**src/rtl/decode_stage_pkg.sv**
```systemverilog
// Shared definitions for the decode stage: opcode and ALU encodings, and the
// datapath control bundle with its reset value.
package decode_stage_pkg;

    localparam int unsigned OP_NOP = 0;
    localparam int unsigned OP_LDA = 1;
    localparam int unsigned OP_LDB = 2;
    localparam int unsigned OP_STA = 3;
    localparam int unsigned OP_STB = 4;
    localparam int unsigned OP_ADD = 5;
    localparam int unsigned OP_SUB = 6;
    localparam int unsigned OP_AND = 7;
    localparam int unsigned OP_OR  = 8;
    localparam int unsigned OP_BRA = 9;
    localparam int unsigned OP_BZ  = 10;

    localparam int unsigned ALU_ADD = 0;
    localparam int unsigned ALU_SUB = 1;
    localparam int unsigned ALU_AND = 2;
    localparam int unsigned ALU_OR  = 3;
    localparam int unsigned ALU_NOP = 7;

    typedef struct packed {
        logic en_a_id;
        logic en_b_id;
        logic en_a_wb;
        logic en_b_wb;
        logic branch;
        logic sel_mux_a;
        logic sel_mux_b;
        logic en_mem;
        logic sel_mem_data;
    } ctrl_t;

    localparam int unsigned CTRL_W = $bits(ctrl_t);
    localparam ctrl_t CTRL_RESET = '0;

endpackage

```
**src/rtl/decode_stage_decode_table.sv**
```systemverilog
// Combinational opcode decoder: control bundle, ALU code and the register
// read/write masks used by the hazard scoreboard.
module decode_table
    import decode_stage_pkg::*;
#(
    parameter int unsigned OPCODE_W = 6,
    parameter int unsigned ALU_W    = 4
) (
    input  logic [OPCODE_W-1:0] opcode,
    output logic [CTRL_W-1:0]   ctrl,
    output logic [ALU_W-1:0]    alu_ctrl,
    output logic [1:0]          rd_mask,
    output logic [1:0]          wr_mask
);

    ctrl_t c;

    always_comb begin
        c        = CTRL_RESET;
        alu_ctrl = ALU_W'(ALU_NOP);
        case (opcode)
            OPCODE_W'(OP_LDA): begin c.en_a_wb = 1'b1; c.en_mem = 1'b1; c.sel_mem_data = 1'b1; end
            OPCODE_W'(OP_LDB): begin c.en_b_wb = 1'b1; c.en_mem = 1'b1; c.sel_mem_data = 1'b1; end
            OPCODE_W'(OP_STA): begin c.en_a_id = 1'b1; c.en_mem = 1'b1; end
            OPCODE_W'(OP_STB): begin c.en_b_id = 1'b1; c.en_mem = 1'b1; end
            OPCODE_W'(OP_ADD): begin c.en_a_id = 1'b1; c.en_b_id = 1'b1; c.en_a_wb = 1'b1; alu_ctrl = ALU_W'(ALU_ADD); end
            OPCODE_W'(OP_SUB): begin c.en_a_id = 1'b1; c.en_b_id = 1'b1; c.en_a_wb = 1'b1; alu_ctrl = ALU_W'(ALU_SUB); end
            OPCODE_W'(OP_AND): begin c.en_a_id = 1'b1; c.en_b_id = 1'b1; c.en_a_wb = 1'b1; alu_ctrl = ALU_W'(ALU_AND); end
            OPCODE_W'(OP_OR):  begin c.en_a_id = 1'b1; c.en_b_id = 1'b1; c.en_a_wb = 1'b1; alu_ctrl = ALU_W'(ALU_OR); end
            OPCODE_W'(OP_BRA): begin c.branch = 1'b1; end
            OPCODE_W'(OP_BZ):  begin c.branch = 1'b1; c.en_a_id = 1'b1; end
            default: ;
        endcase
    end

    assign ctrl    = c;
    assign rd_mask = {c.en_b_id, c.en_a_id};
    assign wr_mask = {c.en_b_wb, c.en_a_wb};

endmodule

```
**src/rtl/decode_stage.sv**
```systemverilog
// ID/EX decode stage: decodes one word per cycle into a registered control
// bundle behind a valid/ready handshake, with RAW scoreboard and flush.
module decode_stage
    import decode_stage_pkg::*;
#(
    parameter int unsigned INSTR_W    = 16,
    parameter int unsigned OPCODE_W   = 6,
    parameter int unsigned ALU_W      = 4,
    parameter int unsigned WB_LATENCY = 3
) (
    input  logic                  Clock,
    input  logic                  Reset,
    input  logic [INSTR_W-1:0]    iInstruction,
    input  logic                  iValid,
    output logic                  oReady,
    input  logic                  iReady,
    input  logic                  iFlush,
    output logic                  oValid,
    output logic [INSTR_W-OPCODE_W-1:0] oAditional,
    output logic                  oEnableA_ID,
    output logic                  oEnableB_ID,
    output logic                  oEnableA_WB,
    output logic                  oEnableB_WB,
    output logic [ALU_W-1:0]      oALUControl,
    output logic                  oBranchOperation,
    output logic                  oSelectMuxRegA,
    output logic                  oSelectMuxesRegB,
    output logic                  oEnableMem,
    output logic                  oSelectInputMemData
);

    localparam int unsigned ADD_W = INSTR_W - OPCODE_W;
    localparam logic [3:0] CNT_LOAD = 4'(WB_LATENCY);

    logic [CTRL_W-1:0] dec_ctrl;
    logic [ALU_W-1:0]  dec_alu;
    logic [1:0]        rd_mask, wr_mask;

    decode_table #(.OPCODE_W(OPCODE_W), .ALU_W(ALU_W)) u_table (
        .opcode   (iInstruction[INSTR_W-1 -: OPCODE_W]),
        .ctrl     (dec_ctrl),
        .alu_ctrl (dec_alu),
        .rd_mask  (rd_mask),
        .wr_mask  (wr_mask)
    );

    logic              valid_q, valid_d;
    ctrl_t             ctrl_q, ctrl_d;
    logic [ALU_W-1:0]  alu_q, alu_d;
    logic [ADD_W-1:0]  add_q, add_d;
    logic [3:0]        cnt_a_q, cnt_a_d, cnt_b_q, cnt_b_d;
    logic [3:0]        cnt_a_dec, cnt_b_dec;
    logic              hazard, advance, issue;

    always_comb begin
        cnt_a_dec = (iReady && cnt_a_q != '0) ? cnt_a_q - 4'd1 : cnt_a_q;
        cnt_b_dec = (iReady && cnt_b_q != '0) ? cnt_b_q - 4'd1 : cnt_b_q;
        // A reader may issue on the very edge where the writer's counter expires.
        hazard  = iValid && ((rd_mask[0] && cnt_a_dec != '0) || (rd_mask[1] && cnt_b_dec != '0));
        advance = !valid_q || iReady;
        oReady  = advance && !hazard && !iFlush;
        issue   = oReady && iValid;

        valid_d = valid_q;
        ctrl_d  = ctrl_q;
        alu_d   = alu_q;
        add_d   = add_q;
        if (iFlush || (advance && !issue)) begin
            valid_d = 1'b0;
            ctrl_d  = CTRL_RESET;
            alu_d   = ALU_W'(ALU_NOP);
            add_d   = '0;
        end else if (issue) begin
            valid_d = 1'b1;
            ctrl_d  = ctrl_t'(dec_ctrl);
            alu_d   = dec_alu;
            add_d   = iInstruction[ADD_W-1:0];
        end

        cnt_a_d = (issue && wr_mask[0]) ? CNT_LOAD : cnt_a_dec;
        cnt_b_d = (issue && wr_mask[1]) ? CNT_LOAD : cnt_b_dec;
    end

    always_ff @(posedge Clock or negedge Reset) begin
        if (!Reset) begin
            valid_q <= 1'b0;
            ctrl_q  <= CTRL_RESET;
            alu_q   <= ALU_W'(ALU_NOP);
            add_q   <= '0;
            cnt_a_q <= '0;
            cnt_b_q <= '0;
        end else begin
            valid_q <= valid_d;
            ctrl_q  <= ctrl_d;
            alu_q   <= alu_d;
            add_q   <= add_d;
            cnt_a_q <= cnt_a_d;
            cnt_b_q <= cnt_b_d;
        end
    end

    assign oValid              = valid_q;
    assign oAditional          = add_q;
    assign oEnableA_ID         = ctrl_q.en_a_id;
    assign oEnableB_ID         = ctrl_q.en_b_id;
    assign oEnableA_WB         = ctrl_q.en_a_wb;
    assign oEnableB_WB         = ctrl_q.en_b_wb;
    assign oALUControl         = alu_q;
    assign oBranchOperation    = ctrl_q.branch;
    assign oSelectMuxRegA      = ctrl_q.sel_mux_a;
    assign oSelectMuxesRegB    = ctrl_q.sel_mux_b;
    assign oEnableMem          = ctrl_q.en_mem;
    assign oSelectInputMemData = ctrl_q.sel_mem_data;

endmodule

```
**config.mk**
```make
export PLATFORM = sky130hd
export DESIGN_NAME = decode_stage
export DESIGN_NICKNAME = d
export VERILOG_FILES = /design/src/rtl/decode_stage_pkg.sv /design/src/rtl/decode_stage_decode_table.sv /design/src/rtl/decode_stage.sv
export SDC_FILE = /design/constraint.sdc
export NUM_CORES = 1
export LEC_CHECK = 0
export CORE_MARGIN = 4
export CORE_UTILIZATION = 30
export CTS_CLUSTER_DIAMETER = 200
export DETAILED_ROUTE_END_ITERATION = 8
export DONT_BUFFER_PORTS = 1
export GPL_TIMING_DRIVEN = 0
export HOLD_SLACK_MARGIN = 0.08
export PLACE_DENSITY = 0.46
export SYNTH_ARGS = -nofsm -noshare
export SYNTH_HDL_FRONTEND = slang
export SYNTH_SLANG_ARGS = --single-unit
```
**constraint.sdc**
```tcl
create_clock -name Clock -period 2.7 [get_ports Clock]
set_clock_uncertainty 0.2 [all_clocks]
set_input_delay 0.54 -clock Clock [delete_from_list [all_inputs] [get_ports Clock]]
set_output_delay 0.54 -clock Clock [all_outputs]
set_load 0.005 [all_outputs]
```
==> impl_metrics.env <==
export IMPL_cap_violations=0
export IMPL_syn2layout_area_growth_pct=19.5
export IMPL_core_area_um2=4850
export IMPL_powerDensity_nw_per_um2=828
export IMPL_yosysWarnings=0
export IMPL_reg2reg_depth=8
export IMPL_clockRootBuffer="clkbuf_8"
export IMPL_finalMaxSlewViolations=0
export IMPL_p_int_uw=1010
export IMPL_rrSetupSlack_ns=0.46
export IMPL_insertion_delay_ns=0.28
export IMPL_cp_end_kind="output pin"
export IMPL_synthMuxAreaShare=0
export IMPL_ys_seq_area_frac=0.471
export IMPL_yosys_area_share_simple=0.175
export IMPL_htreeDepth=2
export IMPL_worstSetupPathType="flip-flop to output pin"
export IMPL_io_pins=46
export IMPL_grt_max_degree=30
export IMPL_worstReg2RegStart="cnt_b_q[0]"
export IMPL_path_clk_slew_ns=0.07
export IMPL_fin_setup_tns_ns=0
export IMPL_synth_main_ff_cell="dfrtp_1"
export IMPL_ys_ff_latch=29
export IMPL_totalWireLength_mm=3.85
export IMPL_antenna_found_initial=0
export IMPL_synthesis_area_um2=1550
export IMPL_start_util=0.319
export IMPL_clockBufferDepth=2
export IMPL_tightest_slew_ns=0.556
export IMPL_fin_area_um2=1850
export IMPL_fmax_mhz=385
export IMPL_hold_class="input pin to flip-flop"
export IMPL_setup_viol=0
export IMPL_worstHoldPathCells=1
export IMPL_place_gp_congestion=0.881
export IMPL_drt_iter0_markers=67
export IMPL_cts_sinks=29
export IMPL_nNetsFinal=193
export IMPL_async_flop_share=1.00
export IMPL_synth_compound_area_frac=0.243
export IMPL_yosysUniqueCellTypes=47
export IMPL_grt_usage=0.133
export IMPL_post_route_period_util=0.961
export IMPL_cp_max_fo=4
export IMPL_r2r_end="oALUControl[1]"
export IMPL_switchingPower_uw=522
export IMPL_clkPwrFrac=0.222
export IMPL_routedWlPerCell_um=16.2
export IMPL_finalPower_uw=1530
export IMPL_grt_overflow=0
export IMPL_grt_pass1_vias=1329
export IMPL_arrival_ns=1.86
export IMPL_nFillCells=486
export IMPL_drive_gt1_frac=0.222
export IMPL_place_area_um2=1640
export IMPL_drc_errors=0
export IMPL_cts_tree="yes"
export IMPL_firstDrtPassIters=4
export IMPL_final_cell_mix="dfrtp_1, buf_4, nor2_1, nand2_1, a32o_1"
export IMPL_synth_top_family_by_area="compound AO/OA/AOI/OAI gates"
export IMPL_post_dp_hpwl_mm=2.80
export IMPL_ant_nets=0
export IMPL_rows=25
export IMPL_die_width_um=79.8
export IMPL_whs_endpoint="oEnableMem"
export IMPL_route_vias_total=1241
export IMPL_n_antenna_cell=0
export IMPL_hold_viol_final=0
export IMPL_cts_made_buffers=5
export IMPL_die_area_um2=6370
export IMPL_relSlewSlack=0.626
export IMPL_syn_area_per_cell_um2=10.2
export IMPL_leakagePower_uw=0.000795
export IMPL_ir_drop_v=0.000369
export IMPL_rsz0062_at_grt="yes"
export IMPL_layout_commonest_cell="dfrtp_1"
export IMPL_io_buffers=0
export IMPL_worstPathRequired_ns=1.96
export IMPL_synthCells=152
export IMPL_start_kind="flip-flop"
export IMPL_synth_fa_ha_area_frac=0.0162
export IMPL_synth_edf_count=0
export IMPL_die_h_um=79.8
export IMPL_outcome="completed"
export IMPL_seqPwrFrac=0.377
export IMPL_min_from="iInstruction[13]"
export IMPL_fin_crit_ns=2.60
export IMPL_switching_share=0.341
export IMPL_grt_pass1_wl_mm=6.58
export IMPL_comb_power_share=0.402
export IMPL_vias_per_cell=5.21
export IMPL_synth_xor_area_frac=0.0283
timing repair:
action / in CTS / in global routing
endpoints found under the setup margin: 1 / 1
cloned: 0 / 0
hold buffers: 2 / 0
hold endpoints to repair: 29 / 0
buffers inserted: 8 / 1
gates resized for setup: 9 / 2
pin swaps: 6 / 7
through the flow:
stage | worst slack [ns] | hold slack (ns) | util | std cells
finish | 0.104 | 0.152 | 0.381 | 238
global route | -0.0188 | 0.145 | 0.381 | 238
CTS | -0.00696 | 0.145 | 0.379 | 238
detailed placement | -0.0734 | 0.0455 | 0.338 | 221
global placement | -0.0640 | 0.0454 | 0.338 | 221
floorplan | 0.196 | 0.0444 | - | 154
cells in the mapped netlist (all sizes together), types with 2 or more instances:
cell	count	area, µm²
nand2b	8	57.6
o31ai	4	35.0
dfrtp	26	651
clkbuf	2	7.51
o22a	2	17.5
a21o	3	22.5
nor3	4	25.0
and2	3	18.8
nand3	3	15.0
a32o	11	110
ha	2	25.0
o21ai	7	35.0
nor2	12	45.0
dfstp	3	78.8
buf	9	62.6
xnor2	4	35.0
nor2b	3	18.8
inv	8	30.0
nand2	12	45.0
o221ai	2	23.8
a21oi	6	30.0
worst max path at each step:
stage / start / end / cells past startpoint
3_3_place_gp: cnt_b_q[0] / oReady / 9
2_1_floorplan: cnt_b_q[0] / oReady / 9
4_1_cts: cnt_b_q[1] / oReady / 8
5_1_grt: cnt_b_q[0] / oReady / 7
3_5_place_dp: cnt_b_q[0] / oReady / 9
6_report: cnt_b_q[0] / oReady / 7
worst max-delay path, stage by stage, from the launching register on:
cell	delay [ns]
dfrtp_1	0.40
inv_2	0.08
ha_4	0.16
nand2b_4	0.12
nand4_1	0.15
a221oi_4	0.31
o22a_1	0.20
o21a_1	0.15
power groups by stage:
stage / clock network (µW) / registers [µW] / logic, µW
4_1_cts: 355 / 574 / 576
5_1_grt: 380 / 585 / 683
3_3_place_gp: 0 / 581 / 399
2_1_floorplan: 0 / 564 / 352
6_report: 339 / 576 / 615
3_5_place_dp: 0 / 585 / 410
metal layers:
metal	routed length (µm)	vias up	track usage
met3	333	8	0.0576
met5	0	-	0
met1	1470	607	0.144
met4	87	0	0.0541
met2	1960	41	0.228
li1	-	585	-
final cells by class:
class / count / area (µm²) / share of cell area
tap: 67 / 83.8 / 0.0453
clock buffer: 8 / 80.1 / 0.0433
timing repair buffer: 11 / 97.6 / 0.0528
inverter: 8 / 30.0 / 0.0162
sequential: 29 / 729 / 0.394
buffer: 9 / 51.3 / 0.0277
multi-input combinational: 106 / 777 / 0.420
cell families after synthesis:
kind of cell    Yosys count
compound gates           46
xor+xnor                  5
fa+ha+maj                 2
buf+inv                  19
flops                    29
other cells               1
simple gates             50
sequential cells by signal, summed over array words and instances, names as in the netlist, 3 cells and up:
| name | cells |
|---|---|
| cnt_b_q | 4 |
| oAditional | 10 |
| oALUControl | 3 |
| cnt_a_q | 4 |
Note: power is estimated with default switching activity, not from simulation.
